$ cat src/rtl/iq_mixer_decim.sv
`default_nettype none
// ------------------------------------------------------------------------
// iq_mixer_decim : real-to-IQ mixer with integrate-and-dump decimation
// Rev 1.0
// ------------------------------------------------------------------------
module iq_mixer_decim #(
   parameter int SAMPLE_WIDTH = 16,
   parameter int WAVE_WIDTH   = 16,
   parameter int OUTPUT_WIDTH = 16,
   parameter int MAX_DECIM    = 256,
   parameter int OUT_SHIFT    = 15
) (
   input  logic                         clk,
   input  logic                         rst,
   input  logic [SAMPLE_WIDTH-1:0]      sample_in,
   input  logic                         sample_valid,
   input  logic [WAVE_WIDTH-1:0]        cos_in,
   input  logic [WAVE_WIDTH-1:0]        sin_in,
   input  logic [$clog2(MAX_DECIM):0]   decim_ratio,
   input  logic                         clear,
   output logic [OUTPUT_WIDTH-1:0]      i_out,
   output logic [OUTPUT_WIDTH-1:0]      q_out,
   output logic                         out_valid,
   output logic                         overflow
);

   localparam int c_prod_w  = SAMPLE_WIDTH + WAVE_WIDTH;
   localparam int c_acc_w   = c_prod_w + $clog2(MAX_DECIM);
   localparam int c_ratio_w = $clog2(MAX_DECIM) + 1;
   localparam logic [c_ratio_w-1:0] c_ratio_max = c_ratio_w'(MAX_DECIM);
   localparam logic signed [c_acc_w-1:0] c_out_max =
      {{(c_acc_w-OUTPUT_WIDTH+1){1'b0}}, {(OUTPUT_WIDTH-1){1'b1}}};
   localparam logic signed [c_acc_w-1:0] c_out_min =
      {{(c_acc_w-OUTPUT_WIDTH+1){1'b1}}, {(OUTPUT_WIDTH-1){1'b0}}};

   logic signed [c_prod_w-1:0]  w_s_ext, w_c_ext, w_sn_ext, w_p_i, w_p_q;
   logic signed [c_prod_w-1:0]  prod_i_q, prod_q_q;
   logic                        p_valid_q;
   logic signed [c_acc_w-1:0]   acc_i_q, acc_q_q;
   logic signed [c_acc_w-1:0]   w_pe_i, w_pe_q, w_sum_i, w_sum_q, w_sh_i, w_sh_q;
   logic [c_ratio_w-1:0]        cnt_q, ratio_q, w_ratio_new, w_ratio_eff;
   logic                        w_dump, w_clip;
   logic [OUTPUT_WIDTH-1:0]     i_out_q, q_out_q;
   logic                        out_valid_q, overflow_q;

   // Operands are sign-extended to the full product width so the multiply is width-matched.
   assign w_s_ext  = {{WAVE_WIDTH{sample_in[SAMPLE_WIDTH-1]}}, sample_in};
   assign w_c_ext  = {{SAMPLE_WIDTH{cos_in[WAVE_WIDTH-1]}}, cos_in};
   assign w_sn_ext = {{SAMPLE_WIDTH{sin_in[WAVE_WIDTH-1]}}, sin_in};
   assign w_p_i    = w_s_ext * w_c_ext;
   assign w_p_q    = w_s_ext * w_sn_ext;

   always_comb begin
      w_ratio_new = decim_ratio;
      if (decim_ratio == '0)
         w_ratio_new = c_ratio_w'(1);
      else if (decim_ratio > c_ratio_max)
         w_ratio_new = c_ratio_max;
   end

   // The first sample of a period uses the ratio being latched in the same cycle.
   assign w_ratio_eff = (cnt_q == '0) ? w_ratio_new : ratio_q;
   assign w_dump      = p_valid_q && (cnt_q == w_ratio_eff - c_ratio_w'(1));

   assign w_pe_i  = {{(c_acc_w-c_prod_w){prod_i_q[c_prod_w-1]}}, prod_i_q};
   assign w_pe_q  = {{(c_acc_w-c_prod_w){prod_q_q[c_prod_w-1]}}, prod_q_q};
   assign w_sum_i = acc_i_q + w_pe_i;
   assign w_sum_q = acc_q_q + w_pe_q;
   assign w_sh_i  = w_sum_i >>> OUT_SHIFT;
   assign w_sh_q  = w_sum_q >>> OUT_SHIFT;
   assign w_clip  = (w_sh_i > c_out_max) || (w_sh_i < c_out_min) ||
                    (w_sh_q > c_out_max) || (w_sh_q < c_out_min);

   function automatic logic [OUTPUT_WIDTH-1:0] sat(input logic signed [c_acc_w-1:0] v);
      if (v > c_out_max)
         return c_out_max[OUTPUT_WIDTH-1:0];
      else if (v < c_out_min)
         return c_out_min[OUTPUT_WIDTH-1:0];
      else
         return v[OUTPUT_WIDTH-1:0];
   endfunction

   always_ff @(posedge clk or posedge rst) begin
      if (rst) begin
         prod_i_q    <= '0;
         prod_q_q    <= '0;
         p_valid_q   <= 1'b0;
         acc_i_q     <= '0;
         acc_q_q     <= '0;
         cnt_q       <= '0;
         ratio_q     <= '0;
         i_out_q     <= '0;
         q_out_q     <= '0;
         out_valid_q <= 1'b0;
         overflow_q  <= 1'b0;
      end else if (clear) begin
         p_valid_q   <= 1'b0;
         acc_i_q     <= '0;
         acc_q_q     <= '0;
         cnt_q       <= '0;
         out_valid_q <= 1'b0;
         overflow_q  <= 1'b0;
      end else begin
         p_valid_q   <= sample_valid;
         out_valid_q <= 1'b0;
         if (sample_valid) begin
            prod_i_q <= w_p_i;
            prod_q_q <= w_p_q;
         end
         if (p_valid_q) begin
            if (cnt_q == '0)
               ratio_q <= w_ratio_new;
            if (w_dump) begin
               i_out_q     <= sat(w_sh_i);
               q_out_q     <= sat(w_sh_q);
               out_valid_q <= 1'b1;
               if (w_clip)
                  overflow_q <= 1'b1;
               acc_i_q     <= '0;
               acc_q_q     <= '0;
               cnt_q       <= '0;
            end else begin
               acc_i_q <= w_sum_i;
               acc_q_q <= w_sum_q;
               cnt_q   <= cnt_q + c_ratio_w'(1);
            end
         end
      end
   end

   assign i_out     = i_out_q;
   assign q_out     = q_out_q;
   assign out_valid = out_valid_q;
   assign overflow  = overflow_q;

endmodule
`default_nettype wire

$ cat config.mk
export PLATFORM = sky130hd
export DESIGN_NAME = iq_mixer_decim
export DESIGN_NICKNAME = d
export VERILOG_FILES = /design/src/rtl/iq_mixer_decim.sv
export SDC_FILE = /design/constraint.sdc
export NUM_CORES = 2
export LEC_CHECK = 0
export BUFFER_PORTS_ARGS = -buffer_cell sky130_fd_sc_hd__buf_4
export CORE_ASPECT_RATIO = 1.2
export CORE_UTILIZATION = 53
export DETAILED_ROUTE_END_ITERATION = 10
export GPL_TIMING_DRIVEN = 0
export PLACE_DENSITY = 0.76
export SLEW_MARGIN = 20
export SYNTH_ARGS = -nofsm -noshare
export SYNTH_HDL_FRONTEND = slang
export SYNTH_SLANG_ARGS = --single-unit
$ cat constraint.sdc
create_clock -name clk -period 8.1 [get_ports clk]
set_input_delay 0.81 -clock clk [delete_from_list [all_inputs] [get_ports clk]]
set_output_delay 0.81 -clock clk [all_outputs]
set_load 0.01 [all_outputs]
==> flow_summary_export.csv <==
group,metric,value,unit
clock_tree,htreeDepth,4,
grt,track_usage,27.7,%
layout,multi_input_area,23900,sq um
run_status,status,"finished, final reports clean",
synthesis,synthCells,3497,
layout,area_growth,7.36,%
grt,grt_first_pass_wirelength,131,mm
sta,setup_violations,0,
critical_path,cp-end-kind,"register",
clock_tree,cts_made_buffers,17,
synthesis,async_reset_ff_share,100,%
synthesis,synth_edf_count,0,
layout,nets,4441,
layout,drive_gt1_share,5.27,%
critical_path,path_max_fanout,10,
floorplanning,num_io_pins,95,
detailed_routing,wl_met1,31.9,mm
synthesis,ys_warn_count,0,
clock_tree,post_cts_buffers,0,
sta,period_share,97.0,%
placement,dp.final_hpwl,66.7,mm
clock_tree,cts_buffer_depth,2,
detailed_routing,wl_per_cell,18.2,microns
critical_path,slowest_delay,620,ps
min_path,hold_class,"in -> async",
placement,port_buffers,94,
critical_path,crit_type,"in -> reg",
clock_tree,clock_latency,470,ps
grt,grt_pass1_vias,25495,
sta,tightest_slew,1020,ps
floorplanning,fp.dieW,225,microns
detailed_routing,drc,0,
detailed_routing,top_layer,"met5",
synthesis,ys_ff_latch,197,
floorplanning,die_area,60800,sq um
sta,finalHoldViolCount,0,
critical_path,path_delay_family,"adder cells",
detailed_routing,ant_nets,0,
sta,fmax,127,MHz
grt,antenna_found_initial,3,
clock_tree,cts_root_buf,"clkbuf_16",
grt,grt-ovfl-total,0,
synthesis,yosys.cell_types.count,85,
synthesis,synth_nets,4329,
clock_tree,clock_sinks,197,
detailed_routing,routed_wirelength,80.3,mm
floorplanning,die_h,270,microns
detailed_routing,first_pass_iters,5,
sta,rsz0062_at_grt,"no",
critical_path,cp.buffers_inverters,6,
critical_path,crit_arrival,8170,ps
detailed_routing,drt_iter0_drc,1760,
floorplanning,num_rows,97,
sta,drv_slew,0,
clock_tree,cts_tree,"done",
detailed_routing,wl_met3,5.36,mm
critical_path,ff2ff_setup_slack,3310,ps
synthesis,synth_area,31700,sq um
critical_path,worst_ep_required_time,8420,ps
sta,min_period,7850,ps
critical_path,setup.worst_path.start_class,"primary input",
floorplanning,start_util,53.9,%
layout,seqCellArea,4930,sq um
sta,fin_skew,19.7,ps
detailed_routing,vias,24752,
placement,globalplace.congestion,0.943,
sta,slew_headroom,31.3,%
layout,num-fill-cells,5287,
layout,finish.utilization,57.9,%
synthesis,synth_flop_cell,"dfrtp_1",
detailed_routing,via_per_inst,5.61,
floorplanning,coreArea,58700,sq um
grt,grt_max_degree,78,
clock_tree,clk_pin_slew_worst_paths,90,ps
critical_path,cpMostUsedCell,"fa_1",
run,maxCapViolCount,0,
critical_path,worst_path_max_delay_cell,"clkbuf_1",
synthesis,syn_area_per_cell,9.06,sq um
synthesis,ys_seq_area_share,15.6,%
detailed_routing,wl_met2,38.9,mm
-- routing by layer --
layer / track usage [%] / up-vias
met5: 0 / -
met4: 13.5 / 4
met3: 3.27 / 244
met2: 46.1 / 898
met1: 35.8 / 12283
li1: - / 11323
-- final timing paths --
check / depth (start not counted) / startpoint / endpoint
max in group asynchronous: 4 / rst / acc_i_q[18]
hold reg to reg: 2 / prod_q_q[0] / prod_q_q[0]
setup reg to reg: 17 / cnt_q[0] / acc_i_q[12]
hold / removal: 2 / rst / q_out[0]
min in group clk: 2 / prod_q_q[0] / prod_q_q[0]
setup / recovery: 25 / sample_in[9] / prod_i_q[31]
-- timing repair --
action                                 4_1_cts  5_1_grt
endpoints found under the hold margin        0        0
gates resized for setup                      0        8
setup endpoints to repair                    0        1
hold buffers                                 0        0
-- through the flow --
step / TNS (ps) / setup slack (ps) / instance area [sq um] / hold slack (ps) / std cells
final: 0 / 246 / 34000 / 324 / 4415
after global routing: 0 / 3.95 / 34000 / 345 / 4415
after CTS: 0 / 238 / 34000 / 331 / 4417
after detailed placement: -223 / -219 / 33400 / 469 / 4385
after floorplan: 0 / 1210 / 31700 / 445 / 3497
after global placement: -68560 / -383 / 33400 / 461 / 4383
-- layout make-up --
class	instances	share of cell area [%]
sequential	197	14.5
inverter	622	6.88
antenna	1	0.00736
tap	792	2.91
buffer	142	1.63
clock inverter	14	0.401
clock buffer	18	1.29
timing repair buffer	96	2.24
multi-input combinational	2533	70.1
-- Yosys cell counts, types with 11 or more instances --
cell type	n	share of area (%)
o21ai_0	149	2.4
o31ai_1	23	0.54
and3_1	18	0.36
nand2_1	449	5.3
dfrtp_1	197	16
o21bai_1	21	0.50
o21a_1	13	0.31
o21ai_1	19	0.30
mux2_2	17	0.60
o22ai_1	12	0.24
xor2_1	49	1.4
nand4_1	23	0.45
a21oi_1	123	1.9
nor3_1	36	0.57
a22o_1	29	0.80
a211o_1	11	0.30
nor2_1	114	1.4
nand2b_1	35	0.69
inv_1	621	7.4
a31oi_1	16	0.32
xnor2_1	104	2.9
a211oi_1	15	0.36
a21o_1	53	1.3
ha_1	245	9.7
and2_1	252	5.0
fa_1	526	33
nand3_1	35	0.55
clkbuf_1	132	1.6
-- sequential cells by signal, indices dropped and copies added (netlist names) --
| name | flops |
|---|---|
| q_out | 16 |
| overflow | 1 |
| i_out | 16 |
| acc_q_q | 40 |
| prod_i_q | 32 |
| out_valid | 1 |
| ratio_q | 9 |
| cnt_q | 9 |
| acc_i_q | 40 |
| p_valid_q | 1 |
| prod_q_q | 32 |
-- cell usage in the layout, fill, tap and decap left out, drive strengths merged, types with 7 or more instances in the layout --
cell type | synthesis | layout
inv | 621 | 629
fa | 526 | 526
nand2 | 450 | 450
and2 | 252 | 252
ha | 245 | 245
dfrtp | 197 | 197
o21ai | 168 | 168
clkbuf | 132 | 147
a21oi | 126 | 126
nor2 | 115 | 115
buf | 13 | 109
xnor2 | 104 | 104
a21o | 53 | 53
xor2 | 49 | 49
nor3 | 36 | 36
nand3 | 36 | 36
nand2b | 35 | 35
a22o | 29 | 29
o31ai | 23 | 23
nand4 | 23 | 23
o21bai | 21 | 21
mux2 | 19 | 19
and3 | 18 | 18
a31oi | 16 | 16
a211oi | 15 | 15
o21a | 13 | 13
o22ai | 12 | 12
o211ai | 12 | 12
a211o | 11 | 11
or2 | 10 | 10
nor2b | 9 | 9
or3 | 8 | 8
a2111oi | 8 | 8
nor4 | 7 | 7
o41ai | 7 | 7
-- kinds of logic after synthesis --
| family | count (synthesis) | synth area share (%) |
|---|---|---|
| mux | 23 | 0.801 |
| fa+ha+maj | 771 | 42.9 |
| flops | 197 | 15.6 |
| compound gates | 567 | 11.8 |
| simple gates | 1019 | 15.6 |
| buf+inv | 767 | 9.14 |
| xor+xnor | 153 | 4.23 |
Power is left out: the tool's default activity adds up to more than one toggle a clock period on the data nets, which glitch-free logic cannot reach.
